$ cat src/rtl/fifo_pop_packer_if.sv
// Interface between the fifo_v3 read port, the packer and the wide valid/ready sink.
// The master side is the packer; the slave side is the FIFO/sink environment.
interface fifo_pop_packer_if #(
  parameter int unsigned WIDTH = 32,
  parameter int unsigned RATIO = 4
);
  localparam int unsigned CNT_W = $clog2(RATIO + 1);

  logic                   flush_i;
  logic                   empty_i;
  logic [WIDTH-1:0]       data_i;
  logic                   pop_o;
  logic                   valid_o;
  logic                   ready_i;
  logic [WIDTH*RATIO-1:0] data_o;
  logic [CNT_W-1:0]       count_o;

  modport master (
    input  flush_i, empty_i, data_i, ready_i,
    output pop_o, valid_o, data_o, count_o
  );

  modport slave (
    output flush_i, empty_i, data_i, ready_i,
    input  pop_o, valid_o, data_o, count_o
  );
endinterface

$ cat src/rtl/fifo_pop_packer.sv
// Pops narrow fifo_v3 words and packs RATIO of them into one wide valid/ready beat;
// a flush emits the partially filled beat with its lane count.
module fifo_pop_packer #(
  parameter int unsigned WIDTH = 32,
  parameter int unsigned RATIO = 4
) (
  input  logic              clk_i,
  input  logic              rst_i,
  fifo_pop_packer_if.master bus
);
  localparam int unsigned       CNT_W = $clog2(RATIO + 1);
  localparam logic [CNT_W-1:0]  LAST  = CNT_W'(RATIO - 1);

  logic [WIDTH-1:0]       lanes [RATIO-1];
  logic [CNT_W-1:0]       fill;
  logic                   fp;
  logic [WIDTH*RATIO-1:0] data_q;
  logic [CNT_W-1:0]       count_q;
  logic                   valid_q;

  logic                   out_free;
  logic                   pop;
  logic                   flush_emit;
  logic [WIDTH*RATIO-1:0] full_beat;
  logic [WIDTH*RATIO-1:0] part_beat;

  always_comb begin
    out_free   = !valid_q || bus.ready_i;
    pop        = !rst_i && !bus.empty_i && !fp && !bus.flush_i && (fill < LAST || out_free);
    flush_emit = fp && out_free;
    full_beat  = '0;
    part_beat  = '0;
    for (int unsigned k = 0; k < RATIO - 1; k++) begin
      full_beat[k*WIDTH +: WIDTH] = lanes[k];
      if (CNT_W'(k) < fill) part_beat[k*WIDTH +: WIDTH] = lanes[k];
    end
    // The last lane never lives in the buffer: it comes straight from the FIFO head.
    full_beat[(RATIO-1)*WIDTH +: WIDTH] = bus.data_i;
  end

  always_ff @(posedge clk_i) begin
    if (rst_i) begin
      fill    <= '0;
      fp      <= 1'b0;
      valid_q <= 1'b0;
      data_q  <= '0;
      count_q <= '0;
      for (int unsigned k = 0; k < RATIO - 1; k++) lanes[k] <= '0;
    end else begin
      if (valid_q && bus.ready_i) valid_q <= 1'b0;
      if (bus.flush_i && fill != '0) fp <= 1'b1;
      // A pending flush clears fp here, which also swallows a repeated flush_i.
      if (flush_emit) begin
        data_q  <= part_beat;
        count_q <= fill;
        valid_q <= 1'b1;
        fill    <= '0;
        fp      <= 1'b0;
      end else if (pop) begin
        if (fill < LAST) begin
          for (int unsigned k = 0; k < RATIO - 1; k++)
            if (CNT_W'(k) == fill) lanes[k] <= bus.data_i;
          fill <= fill + CNT_W'(1);
        end else begin
          data_q  <= full_beat;
          count_q <= CNT_W'(RATIO);
          valid_q <= 1'b1;
          fill    <= '0;
        end
      end
    end
  end

  assign bus.pop_o   = pop;
  assign bus.valid_o = valid_q;
  assign bus.data_o  = data_q;
  assign bus.count_o = count_q;
endmodule

$ cat src/flat_wrapper.sv
// flat-port wrapper written by rule: the top's interface ports become plain ports
module fifo_pop_packer_flat 
#(
  parameter int unsigned WIDTH = 32,
  parameter int unsigned RATIO = 4
)
  (clk_i, rst_i, bus_flush_i, bus_empty_i, bus_data_i, bus_ready_i, bus_pop_o, bus_valid_o, bus_data_o, bus_count_o);
  fifo_pop_packer_if #(.WIDTH(WIDTH), .RATIO(RATIO)) bus_i ();
  input  logic clk_i;
  input  logic rst_i;
  input wire logic [$bits(bus_i.flush_i)-1:0] bus_flush_i;
  input wire logic [$bits(bus_i.empty_i)-1:0] bus_empty_i;
  input wire logic [$bits(bus_i.data_i)-1:0] bus_data_i;
  input wire logic [$bits(bus_i.ready_i)-1:0] bus_ready_i;
  output wire logic [$bits(bus_i.pop_o)-1:0] bus_pop_o;
  output wire logic [$bits(bus_i.valid_o)-1:0] bus_valid_o;
  output wire logic [$bits(bus_i.data_o)-1:0] bus_data_o;
  output wire logic [$bits(bus_i.count_o)-1:0] bus_count_o;
  assign bus_i.flush_i = bus_flush_i;
  assign bus_i.empty_i = bus_empty_i;
  assign bus_i.data_i = bus_data_i;
  assign bus_i.ready_i = bus_ready_i;
  assign bus_pop_o = bus_i.pop_o;
  assign bus_valid_o = bus_i.valid_o;
  assign bus_data_o = bus_i.data_o;
  assign bus_count_o = bus_i.count_o;
  fifo_pop_packer #(.WIDTH(WIDTH), .RATIO(RATIO)) u_core (.clk_i(clk_i), .rst_i(rst_i), .bus(bus_i));
endmodule
$ cat config.mk
export PLATFORM = sky130hd
export DESIGN_NAME = fifo_pop_packer_flat
export DESIGN_NICKNAME = d
export VERILOG_FILES = /design/src/rtl/fifo_pop_packer_if.sv /design/src/rtl/fifo_pop_packer.sv /design/src/flat_wrapper.sv
export SDC_FILE = /design/constraint.sdc
export NUM_CORES = 1
export LEC_CHECK = 0
export CORE_MARGIN = 2
export CORE_UTILIZATION = 46
export CTS_BUF_LIST = sky130_fd_sc_hd__clkbuf_8
export DETAILED_ROUTE_END_ITERATION = 10
export PLACE_DENSITY = 0.79
export SLEW_MARGIN = 20
export SYNTH_ARGS = -nofsm -noshare
export SYNTH_HDL_FRONTEND = slang
export SYNTH_SLANG_ARGS = --single-unit
$ cat constraint.sdc
create_clock -name clk_i -period 4.1 [get_ports clk_i]
set_input_delay 0.41 -clock clk_i [delete_from_list [all_inputs] [get_ports clk_i]]
set_output_delay 0.41 -clock clk_i [all_outputs]
set_load 0.01 [all_outputs]
# Word level (Yosys, flattened, before mapping)
# Memories as Yosys holds them, arrays and structs flattened.
# Index checks and enable logic that the tools add are counted.
[totals]
n_memories = 1
elab_cells = 76
ramBits = 96
register_bits = 136
out_inout_bits = 133
[classes]
mux = 37
n_eq_ne = 3
reduce_logical = 20
n_lt_le_gt_ge = 4
add_sub_neg = 1
bitwise_logic = 4
[memory_table]
columns = ["memory", "depth", "width", "rd", "rd_ports_with_merged_regs", "wr", "line", "text"]
rows = [
  ["u_core.lanes", 3, 32, 3, 0, 3, "fifo_pop_packer.sv:14", "logic [WIDTH-1:0] lanes [RATIO-1];"],
]
[ops]
columns = ["cell", "count"]
rows = [
  ["2-to-1 mux 96 bit", 3],
  ["2-to-1 mux 32 bit", 6],
  ["2-to-1 mux 1 bit", 24],
  ["2-to-1 mux 3 bit", 4],
  ["logical AND 1 bit", 7],
  ["< comparator 1 x 3 -> 1 bit (first input constant)", 2],
  ["logical NOT 1 bit", 5],
  ["AND reduction 2 bit", 2],
  ["adder 3 x 1 -> 3 bit (second input constant)", 1],
  ["== test 1 x 3 -> 1 bit (first input constant)", 1],
  ["== test 2 x 3 -> 1 bit (first input constant)", 1],
  ["logical NOT 3 bit", 1],
  ["< comparator 2 x 3 -> 1 bit (first input constant)", 1],
  ["< comparator 3 x 2 -> 1 bit (second input constant)", 1],
  ["OR 1 bit", 3],
  ["nonzero test 3 bit", 1],
  ["logical OR 1 bit", 2],
  ["!= test 2 x 1 -> 1 bit (second input constant)", 1],
  ["nonzero test 2 bit", 1],
  ["OR reduction 2 bit", 1],
  ["inverter 1 bit", 1],
]

# Longest topological paths before layout
# Gate-level depths: netlist of run 1.
[logic_depth]
depth_word = 10
ltp_mapped = 7
depth_no_buf = 5

# Worst setup path after synthesis of run 1
# OpenSTA, ideal clock, no wires.
[synth_timing]
path_type = "input to register"
start = "input port bus_empty_i"
end = "memory u_core.lanes[0][0] (enable)"
path_stages = 4
path_slack_ns = -0.092
arrival_ns = 3.722
t_required_ns = 3.630
path_cell_list = "or4_1 > buf_2 > buf_2 > o31ai_1"
[synth_rtl]
columns = ["item", "line", "text"]
rows = [
  ["from (decl)", "flat_wrapper.sv:12", "input wire logic [$bits(bus_i.empty_i)-1:0] bus_empty_i;"],
  ["to (decl)", "fifo_pop_packer.sv:14", ""],
]

# Worst setup path after layout of run 1
[layout_timing]
start = "register u_core.valid_q (netlist: u_core.bus.valid_o)"
end = "output port bus_pop_o"
[layout_via]
elab_chain_cells = 4
[layout_rtl]
columns = ["item", "line", "text"]
rows = [
  ["from (decl)", "fifo_pop_packer.sv:19", "logic valid_q;"],
  ["from (signal assigned)", "fifo_pop_packer.sv:45", "valid_q <= 1'b0;"],
  ["from (signal assigned)", "fifo_pop_packer.sv:50", "if (valid_q && bus.ready_i) valid_q <= 1'b0;"],
  ["from (signal assigned)", "fifo_pop_packer.sv:56", "valid_q <= 1'b1;"],
  ["logical NOT 1 bit", "fifo_pop_packer.sv:28", "out_free = !valid_q || bus.ready_i;"],
  ["logical OR 1 bit", "fifo_pop_packer.sv:28", ""],
  ["logical OR 1 bit", "fifo_pop_packer.sv:29", "pop = !rst_i && !bus.empty_i && !fp && !bus.flush_i && (fill < LAST || out_free);"],
  ["logical AND 1 bit", "fifo_pop_packer.sv:29", ""],
  ["to (decl)", "flat_wrapper.sv:15", "output wire logic [$bits(bus_i.pop_o)-1:0] bus_pop_o;"],
]
# No other way between the ends.

==> metrics.txt, run 1 <==
Warnings, synthesis=0; Clock transition at path regs=0.06 ns; Die W=146.9 um; row cnt=52; power per standard cell area=388.8 mW/mm^2; sequential area share after synthesis=0.5969; # clock sinks=232; PostCTS Resize Cnt=0; final std cells w/o fill=1,214; I/O Pins=170; grt met3 use=0.06863; final wirelength=25.35 mm; hold buffers post-CTS=0; Power Total=4.618 mW; share of layout cells above drive strength 1=0.1165; antenna-violating nets left=0; P_leak=4.025 nW; post-layout net count=958; synthesized net count=827; largest net degree at the start of global routing=101; crit path DAT=2.64 ns; core footprint=0.02010 mm^2; Max H-tree Level=2; setup tns final=0 ns; Worst VDD drop=0.2265 mV; worst-skew pair later-pin latency=0.52 ns; via count=7,275; Hold WS=0.4580 ns; most frequent cells in the layout=clkdlybuf4s50_1, dfxtp_1, edfxtp_1, nand2_1, o311a_1; Placement Cell Area=0.01120 mm^2; RSZ-0062 raised after global routing=false; die area=0.02157 mm^2; count of pins over their slew limit=0; worst-margin pin slew=1.111 ns; Iter 0 DRT Violations=974; grt peak-use layer=met1; number of CTS-inserted buffers=36; vias per cell=5.993; routed wire length per instance=20.88 um; outcome=finished, final reports clean; EDFF count, synth=96; # DRC=0; Rel. slew slack=0.2593; CP Capture Type=primary output; # setup viols final=0; Synth Instances=787; grt ovf=0; first-pass GRT wire length=39.03 mm; Seq cells post-synth=232; final hold viol count=0; Port Buffer Count=169; Tmin final=3.053 ns; Inserted Diodes=0; average size of a mapped cell=11.93 um^2; Max Cap Violations=0; required time worst endpoint=3.69 ns; met1 Resource Use GR=0.3431; clock skew=0.01591 ns; vias in the first global route=6,818; final instance area=0.01188 mm^2; Root Driver=clkbuf_8; Primary FF master, synth=dfxtp_1; highest clock rate=0.3276 GHz; initial antenna violation count=2; Routability Congestion=0.8014; Synth Cell Area=0.009390 mm^2; Clock Path Buffers=3; GR Util met2=0.3190; Hold Crit Class=reg -> reg; First-pass DRT Iterations=7; part of the cycle the worst path needs=0.7445; total track usage=0.2274; post-synthesis async set-or-reset flop share=0; crit-path max FO=43; library cells used by synthesis=40; Critical Path Source Type=flip-flop; R2R Setup Slk=1.65 ns; DIE HEIGHT=146.9 um; Post-DP HPWL=15.65 mm; synthesis-to-layout area growth=26.49%; Setup CP Type=reg -> out; Inst Count DP=1,149; CTS tree=done; commonest non-fill, non-tap cell in the layout=clkdlybuf4s50_1; Starting Density=0.4671; setup bufs post-CTS=0
## where the power goes
part | internal [mW] | switching [mW]
Clock | 0.940 | 0.861
Sequential | 2.47 | 0.0286
Combinational | 0.104 | 0.209
## metal layers
layer  vias up  part of all wire
met2       373              0.43
met5         -                 0
met3        33              0.10
li1       3297                 -
met1      3572              0.46
met4         0             0.013
## critical path: stages, from the launching register on
cell             delay [ns]
dfxtp_1                0.39
nor2b_4                0.91
a21oi_1                0.28
clkdlybuf4s50_1        0.55
## flip-flops by register name, indices dropped and copies added (netlist names)
signal and flops:
u_core.bus.count_o 3, u_core.bus.data_o 128, u_core.bus.valid_o 1, u_core.fill 3, u_core.fp 1, u_core.lanes 96
## logic make-up (layout without fill, tap and decap cells)
group,after synthesis,in the layout,share of synthesized area
AO/OA/AOI/OAI,211,211,0.1851
adder cells (fa/ha/maj),3,3,0.003998
AND/OR/NAND/NOR,145,145,0.07981
buffers and inverters,132,289,0.06169
multiplexers,64,64,0.07249
flip-flops,232,232,0.5969
## final timing paths
check | startpoint | end | cells after the start
worst min register to register | u_core.bus.data_o[26]$_SDFFE_PP0P_ | u_core.bus.data_o[26]$_SDFFE_PP0P_ | 2
worst min-delay path | u_core.bus.data_o[26]$_SDFFE_PP0P_ | u_core.bus.data_o[26]$_SDFFE_PP0P_ | 2
worst max register to register | u_core.bus.valid_o$_SDFF_PP0_ | u_core.bus.data_o[12]$_SDFFE_PP0P_ | 4
worst max-delay path | u_core.bus.valid_o$_SDFF_PP0_ | bus_pop_o | 3
## synth_stat cells (2+ instances only)
library cell  instances  area share
edfxtp_1             96        0.31
a211oi_1              2      0.0016
o311ai_0             32       0.030
dfxtp_1             136        0.29
inv_1                35       0.014
clkbuf_1             50       0.020
ha_1                  3      0.0040
mux2_2               32       0.038
or3_1                 2      0.0013
o31ai_1              36       0.029
o32ai_1              34       0.032
nand3_1               3      0.0016
nand2b_1              2      0.0013
o311a_1              64       0.068
clkbuf_2              3      0.0016
nand2_1              67       0.027
buf_1                 7      0.0028
a21oi_1              36       0.019
buf_2                25       0.013
clkbuf_4              2      0.0016
nand4_1              32       0.021
buf_4                 7      0.0056
and2_1               32       0.021
buf_6                 2      0.0024
mux2i_1              32       0.034
## stage by stage
step,utilization,setup slack (ns)
6_report,0.5908,1.047
4_1_cts,0.5901,1.071
3_5_place_dp,0.5569,1.012
5_1_grt,0.5908,0.9150
2_1_floorplan,-,0.8893
3_3_place_gp,0.5569,1.011
## layout make-up
cell class	instances	area [um^2]
well taps	270	337.8
inverters	36	137.6
fillers	1584	8227
multi-input cells	423	3269
clock buffers	39	536.8
flip-flops and latches	232	5605
clock inverters	25	128.9
repair buffers	189	1862
(Power assumes the default switching activity.)
==> run 2: changes to the inputs <==
--- a/config.mk
+++ b/config.mk
@@ -9,7 +9,7 @@
 export CORE_UTILIZATION = 46
 export CTS_BUF_LIST = sky130_fd_sc_hd__clkbuf_8
 export DETAILED_ROUTE_END_ITERATION = 10
-export PLACE_DENSITY = 0.79
+export PLACE_DENSITY = 0.76
 export SLEW_MARGIN = 20
 export SYNTH_ARGS = -nofsm -noshare
 export SYNTH_HDL_FRONTEND = slang
==> constraint.sdc (replaced) <==
create_clock -name clk_i -period 2.9 [get_ports clk_i]
set_input_delay 0.29 -clock clk_i [delete_from_list [all_inputs] [get_ports clk_i]]
set_output_delay 0.29 -clock clk_i [all_outputs]
set_load 0.01 [all_outputs]
==> run 2 against run 1 <==
  * Power grew 43%
  * Setup slack lost 0.86 ns
  * Combinational power grew 42%
  * Clock power grew 44%
  * Wire length shrank 0.37%
  * Count of clock-buffer cells in the layout is the same
  * Register-to-register slack lost 1.0 ns
  * Clock skew grew 0.0072 ns
  * Sequential cell count is the same
  * Critical endpoint unchanged
  * First-iteration DRC count shrank 32%
  * Largest cell class unchanged
  * Sequential share of layout area shrank 0.34 points
  * Sequential power grew 42%
==> metrics.txt, run 2 (synthesis gave the netlist of run 1 again) <==
outcome=finished, final reports clean; routed wire length per instance=20.73 um (-0.70%); final std cells w/o fill=1,218 (+0.33%); Final Worst Setup Slack=0.1875 ns (-0.8599 ns); Rel. slew slack=0.3186 (+0.05926); initial antenna violation count=0 (-2); share of layout cells above drive strength 1=0.1171 (+0.0005632); vias in the first global route=6,742 (-1.1%); clock skew=0.02310 ns (+0.007194 ns); PostCTS Resize Cnt=0 (unchanged); grt ovf=0 (unchanged); post-layout net count=959 (+0.10%); Hold Crit Class=in -> reg; Setup CP Type=reg -> out; Iter 0 DRT Violations=658 (-32%); Starting Density=0.4671 (unchanged); Inst Count DP=1,150 (+0.087%); final wirelength=25.25 mm (-0.37%); via count=7,185 (-1.2%); CTS tree=done; DP Worst Slack=0.3446 ns (-0.6678 ns); most frequent cells in the layout=clkdlybuf4s50_1, dfxtp_1, edfxtp_1, nand2_1, o311a_1; part of the cycle the worst path needs=0.9353; max reg flops=128 (unchanged); vias per cell=5.899 (-1.6%); synthesis-to-layout area growth=27.41%; Worst VDD drop=0.2576 mV (+14%); P_leak=4.022 nW (about the same); row cnt=52 (unchanged); Critical Path Source Type=flip-flop; I/O Pins=170 (unchanged); Clock Path Buffers=3 (unchanged); Die W=146.9 um (unchanged); setup tns final=0 ns (unchanged); met2 WL=11.12 mm (+2.5%); Inserted Diodes=0 (unchanged); Multi-input gate area=0.003269 mm^2 (unchanged); worst-skew pair later-pin latency=0.52 ns (about the same); Max Cap Violations=0 (unchanged); setup bufs post-CTS=0 (unchanged); count of pins over their slew limit=0 (unchanged); met3 wire len=2.273 mm (-13%); final hold viol count=0 (unchanged); Root Driver=clkbuf_8; number of fillers in the final layout=1,574 (-0.63%); largest net degree at the start of global routing=122 (+21%); crit-path max FO=21 (-51%); commonest non-fill, non-tap cell in the layout=clkdlybuf4s50_1; Placement Cell Area=0.01128 mm^2 (+0.74%); crit path DAT=2.42 ns (-0.22 ns); Tmin final=2.712 ns; Hold WS=0.3768 ns (-0.08116 ns); # clock sinks=232 (unchanged); highest clock rate=0.3687 GHz; worst-margin pin slew=1.022 ns (-0.08889 ns); Routability Congestion=0.8187 (+2.2%); # DRC=0 (unchanged); DR top layer=met4; core footprint=0.02010 mm^2 (unchanged); first-pass GRT wire length=38.70 mm (-0.87%); final instance area=0.01196 mm^2 (+0.73%); antenna-violating nets left=0 (unchanged); register area=0.005605 mm^2 (unchanged); die area=0.02157 mm^2 (unchanged); Clock transition at path regs=0.06 ns (about the same); Post-DP HPWL=15.75 mm (+0.62%); hold buffers post-CTS=0 (unchanged); # setup viols final=0 (unchanged); number of CTS-inserted buffers=37 (+2.8%); total track usage=0.2268 (-0.0006332); DIE HEIGHT=146.9 um (unchanged); Port Buffer Count=169 (unchanged); CP Capture Type=primary output; required time worst endpoint=2.61 ns (-1.08 ns); met1 wire length=11.55 mm (about the same); First-pass DRT Iterations=5 (-2); R2R Setup Slk=0.63 ns (-1.02 ns); power per standard cell area=550.4 mW/mm^2 (+42%); Max H-tree Level=2 (unchanged); RSZ-0062 raised after global routing=false
run 2: final timing paths:
| kind | start | endpoint | cells past startpoint |
|---|---|---|---|
| max | u_core.fill[1]$_SDFFE_PP0N_ | bus_pop_o | 3 |
| min | bus_data_i[28] | u_core.bus.data_o[124]$_SDFFE_PP0P_ | 3 |
| max reg2reg | u_core.fill[1]$_SDFFE_PP0N_ | u_core.lanes[0][19]$_DFFE_PP_ | 5 |
| min reg2reg | u_core.bus.data_o[24]$_SDFFE_PP0P_ | u_core.bus.data_o[24]$_SDFFE_PP0P_ | 2 |
run 2: cell type report:
class	instances	share of cell area
Inverter	36	0.01150
Tap cell	270	0.02824
Clock inverter	29	0.01234
Timing Repair Buffer	189	0.1613
Clock buffer	39	0.04487
Multi-Input combinational cell	423	0.2733
Sequential cell	232	0.4685
run 2: report_power, final:
group	internal, mW	leakage (nW)	switching (mW)
Combinational	0.158	1.55	0.289
Sequential	3.50	2.09	0.0518
Clock	1.34	0.379	1.25
Total	5.00	4.02	1.59
run 2: critical path, cell delays in order (launching register included):
cell,delay (ns)
dfxtp_1,0.47
a21o_1,0.65
a21oi_1,0.25
clkdlybuf4s50_1,0.54
run 2: per-stage QoR:
stage | util | power (mW)
after floorplan | - | 3.853
after global placement | 0.5611 | 4.058
after detailed placement | 0.5611 | 4.060
after CTS | 0.5951 | 6.626
after global routing | 0.5951 | 6.816
final | 0.5951 | 6.585
run 2: metal layers:
layer | global-route usage | up-vias
met5 | 0 | -
met4 | 0.05049 | 0
met1 | 0.3479 | 3491
met2 | 0.3246 | 355
li1 | - | 3315
met3 | 0.05466 | 24
==> run 3: changes to the inputs <==
--- a/config.mk
+++ b/config.mk
@@ -9,7 +9,9 @@
 export CORE_UTILIZATION = 46
 export CTS_BUF_LIST = sky130_fd_sc_hd__clkbuf_8
 export DETAILED_ROUTE_END_ITERATION = 10
+export HOLD_SLACK_MARGIN = 0.12
 export PLACE_DENSITY = 0.76
+export RECOVER_POWER = 25
 export SLEW_MARGIN = 20
 export SYNTH_ARGS = -nofsm -noshare
 export SYNTH_HDL_FRONTEND = slang
==> run 3 against run 2 <==
  * Worst hold slack barely moved
  * Sequential cell count unchanged
  * Sequential share of layout area grew 0.059 points
  * Core utilization fell by 0.075 points
  * Largest cell class unchanged
  * Highest routed layer unchanged
==> metrics.txt, run 3 (synthesis gave the netlist of run 1 again) <==
outcome=finished, final reports clean; highest clock rate=0.3685 GHz (about the same); share of layout cells above drive strength 1=0.1171 (unchanged); power per standard cell area=551.3 mW/mm^2 (+0.16%); Port Buffer Count=169 (unchanged); post-layout net count=959 (unchanged); Setup CP Type=reg -> out; Placement Cell Area=0.01128 mm^2 (unchanged); Clock transition at path regs=0.06 ns (about the same); final hold viol count=0 (unchanged); final instance area=0.01195 mm^2 (-0.13%); PostCTS Resize Cnt=0 (unchanged); Iter 0 DRT Violations=649 (-1.4%); DIE HEIGHT=146.9 um (unchanged); vias per cell=5.879 (-0.33%); total track usage=0.2268 (unchanged); worst-skew pair later-pin latency=0.52 ns (about the same); max reg flops=128 (unchanged); via count=7,161 (-0.33%); # setup viols final=0 (unchanged); Hold Crit Class=in -> reg; setup tns final=0 ns (unchanged); Root Driver=clkbuf_8; Tmin final=2.714 ns (+0.001514 ns); R2R Setup Slk=0.42 ns (-0.21 ns); core footprint=0.02010 mm^2 (unchanged); setup bufs post-CTS=0 (unchanged); Critical Path Source Type=flip-flop; Die W=146.9 um (unchanged); vias in the first global route=6,742 (unchanged); part of the cycle the worst path needs=0.9359 (about the same); row cnt=52 (unchanged); Rel. slew slack=0.2753 (-0.04328); CP Cell Sequence=or4_1, a21oi_1, clkdlybuf4s50_1; First-pass DRT Iterations=5 (unchanged); Routability Congestion=0.8187 (unchanged); commonest non-fill, non-tap cell in the layout=dfxtp_1; final wirelength=25.20 mm (-0.21%); DP Worst Slack=0.3446 ns (unchanged); number of CTS-inserted buffers=37 (unchanged); Critical Path Max Stage Delay=0.60 ns (-0.05 ns); CP bufs+invs=1 (unchanged); first-pass GRT wire length=38.70 mm (unchanged); antenna-violating nets left=0 (unchanged); most frequent cells in the layout=dfxtp_1, dlygate4sd3_1, edfxtp_1, nand2_1, o311a_1; grt ovf=0 (unchanged); Starting Density=0.4671 (unchanged); initial antenna violation count=0 (unchanged); # clock sinks=232 (unchanged); required time worst endpoint=2.61 ns (about the same); Clock Path Buffers=3 (unchanged); CTS tree=done; die area=0.02157 mm^2 (unchanged); worst-margin pin slew=1.087 ns (+0.06492 ns); Max Cap Violations=0 (unchanged); Post-DP HPWL=15.75 mm (unchanged); delay-heaviest family, CP=simple AND/OR/NAND/NOR gates; crit path DAT=2.42 ns (about the same); Inserted Diodes=0 (unchanged); hold buffers post-CTS=0 (unchanged); # DRC=0 (unchanged); crit-path max FO=6 (-71%); Power Total=6.588 mW (about the same); Max H-tree Level=2 (unchanged); I/O Pins=170 (unchanged); Worst VDD drop=0.2594 mV (+0.68%); count of pins over their slew limit=0 (unchanged); largest net degree at the start of global routing=122 (unchanged); routed wire length per instance=20.69 um (-0.21%); Crit-path slowest cell=or4_1; clock skew=0.02196 ns (-0.001142 ns); CP Capture Type=primary output; P_leak=4.422 nW (+9.9%); Final Worst Setup Slack=0.1860 ns (-0.001514 ns); synthesis-to-layout area growth=27.25%; RSZ-0062 raised after global routing=false
## run 3: final timing paths
path | end | from | depth (start not counted)
setup / recovery | bus_pop_o | u_core.fp$_SDFFE_PP0P_ | 3
hold / removal | u_core.bus.data_o[124]$_SDFFE_PP0P_ | bus_data_i[28] | 3
setup reg to reg | u_core.bus.data_o[36]$_SDFFE_PP0P_ | u_core.fp$_SDFFE_PP0P_ | 4
hold reg to reg | u_core.bus.data_o[24]$_SDFFE_PP0P_ | u_core.bus.data_o[24]$_SDFFE_PP0P_ | 2
## run 3: per-stage QoR
stage          std cells    util  hold slack [ns]
2_1_floorplan        787       -           0.4307
3_3_place_gp        1150  0.5611           0.4494
3_5_place_dp        1150  0.5611           0.4533
4_1_cts             1218  0.5951           0.3540
5_1_grt             1218  0.5943           0.3706
6_report            1218  0.5943           0.3769
## run 3: cell type report
| type | count | area (um^2) |
|---|---|---|
| tap | 270 | 337.8 |
| timing repair buffer | 189 | 1914 |
| fill | 1577 | 8155 |
| clock buffer | 39 | 536.8 |
| clock inverter | 29 | 147.6 |
| sequential | 232 | 5605 |
| inverter | 36 | 137.6 |
| multi-input combinational | 423 | 3269 |
## run 3: per-layer routing
metal / part of all wire / vias to the layer above / global-route usage
met5: 0 / - / 0
met4: 0.012 / 0 / 0.05049
met3: 0.087 / 24 / 0.05466
met2: 0.44 / 330 / 0.3246
met1: 0.46 / 3492 / 0.3479
li1: - / 3315 / -
## run 3: power breakdown
| part | switching (mW) | total (mW) | internal, mW |
|---|---|---|---|
| Sequential | 0.0514 | 3.55 | 3.50 |
| Combinational | 0.288 | 0.443 | 0.155 |
| Clock | 1.25 | 2.59 | 1.34 |
## run 3: tightest hold or removal path: cells and delay by family
| kind | cells | cell delay, ns |
|---|---|---|
| simple gates | 1 | 0.07 |
| compound gates | 1 | 0.05 |
| buf+inv | 1 | 0.41 |
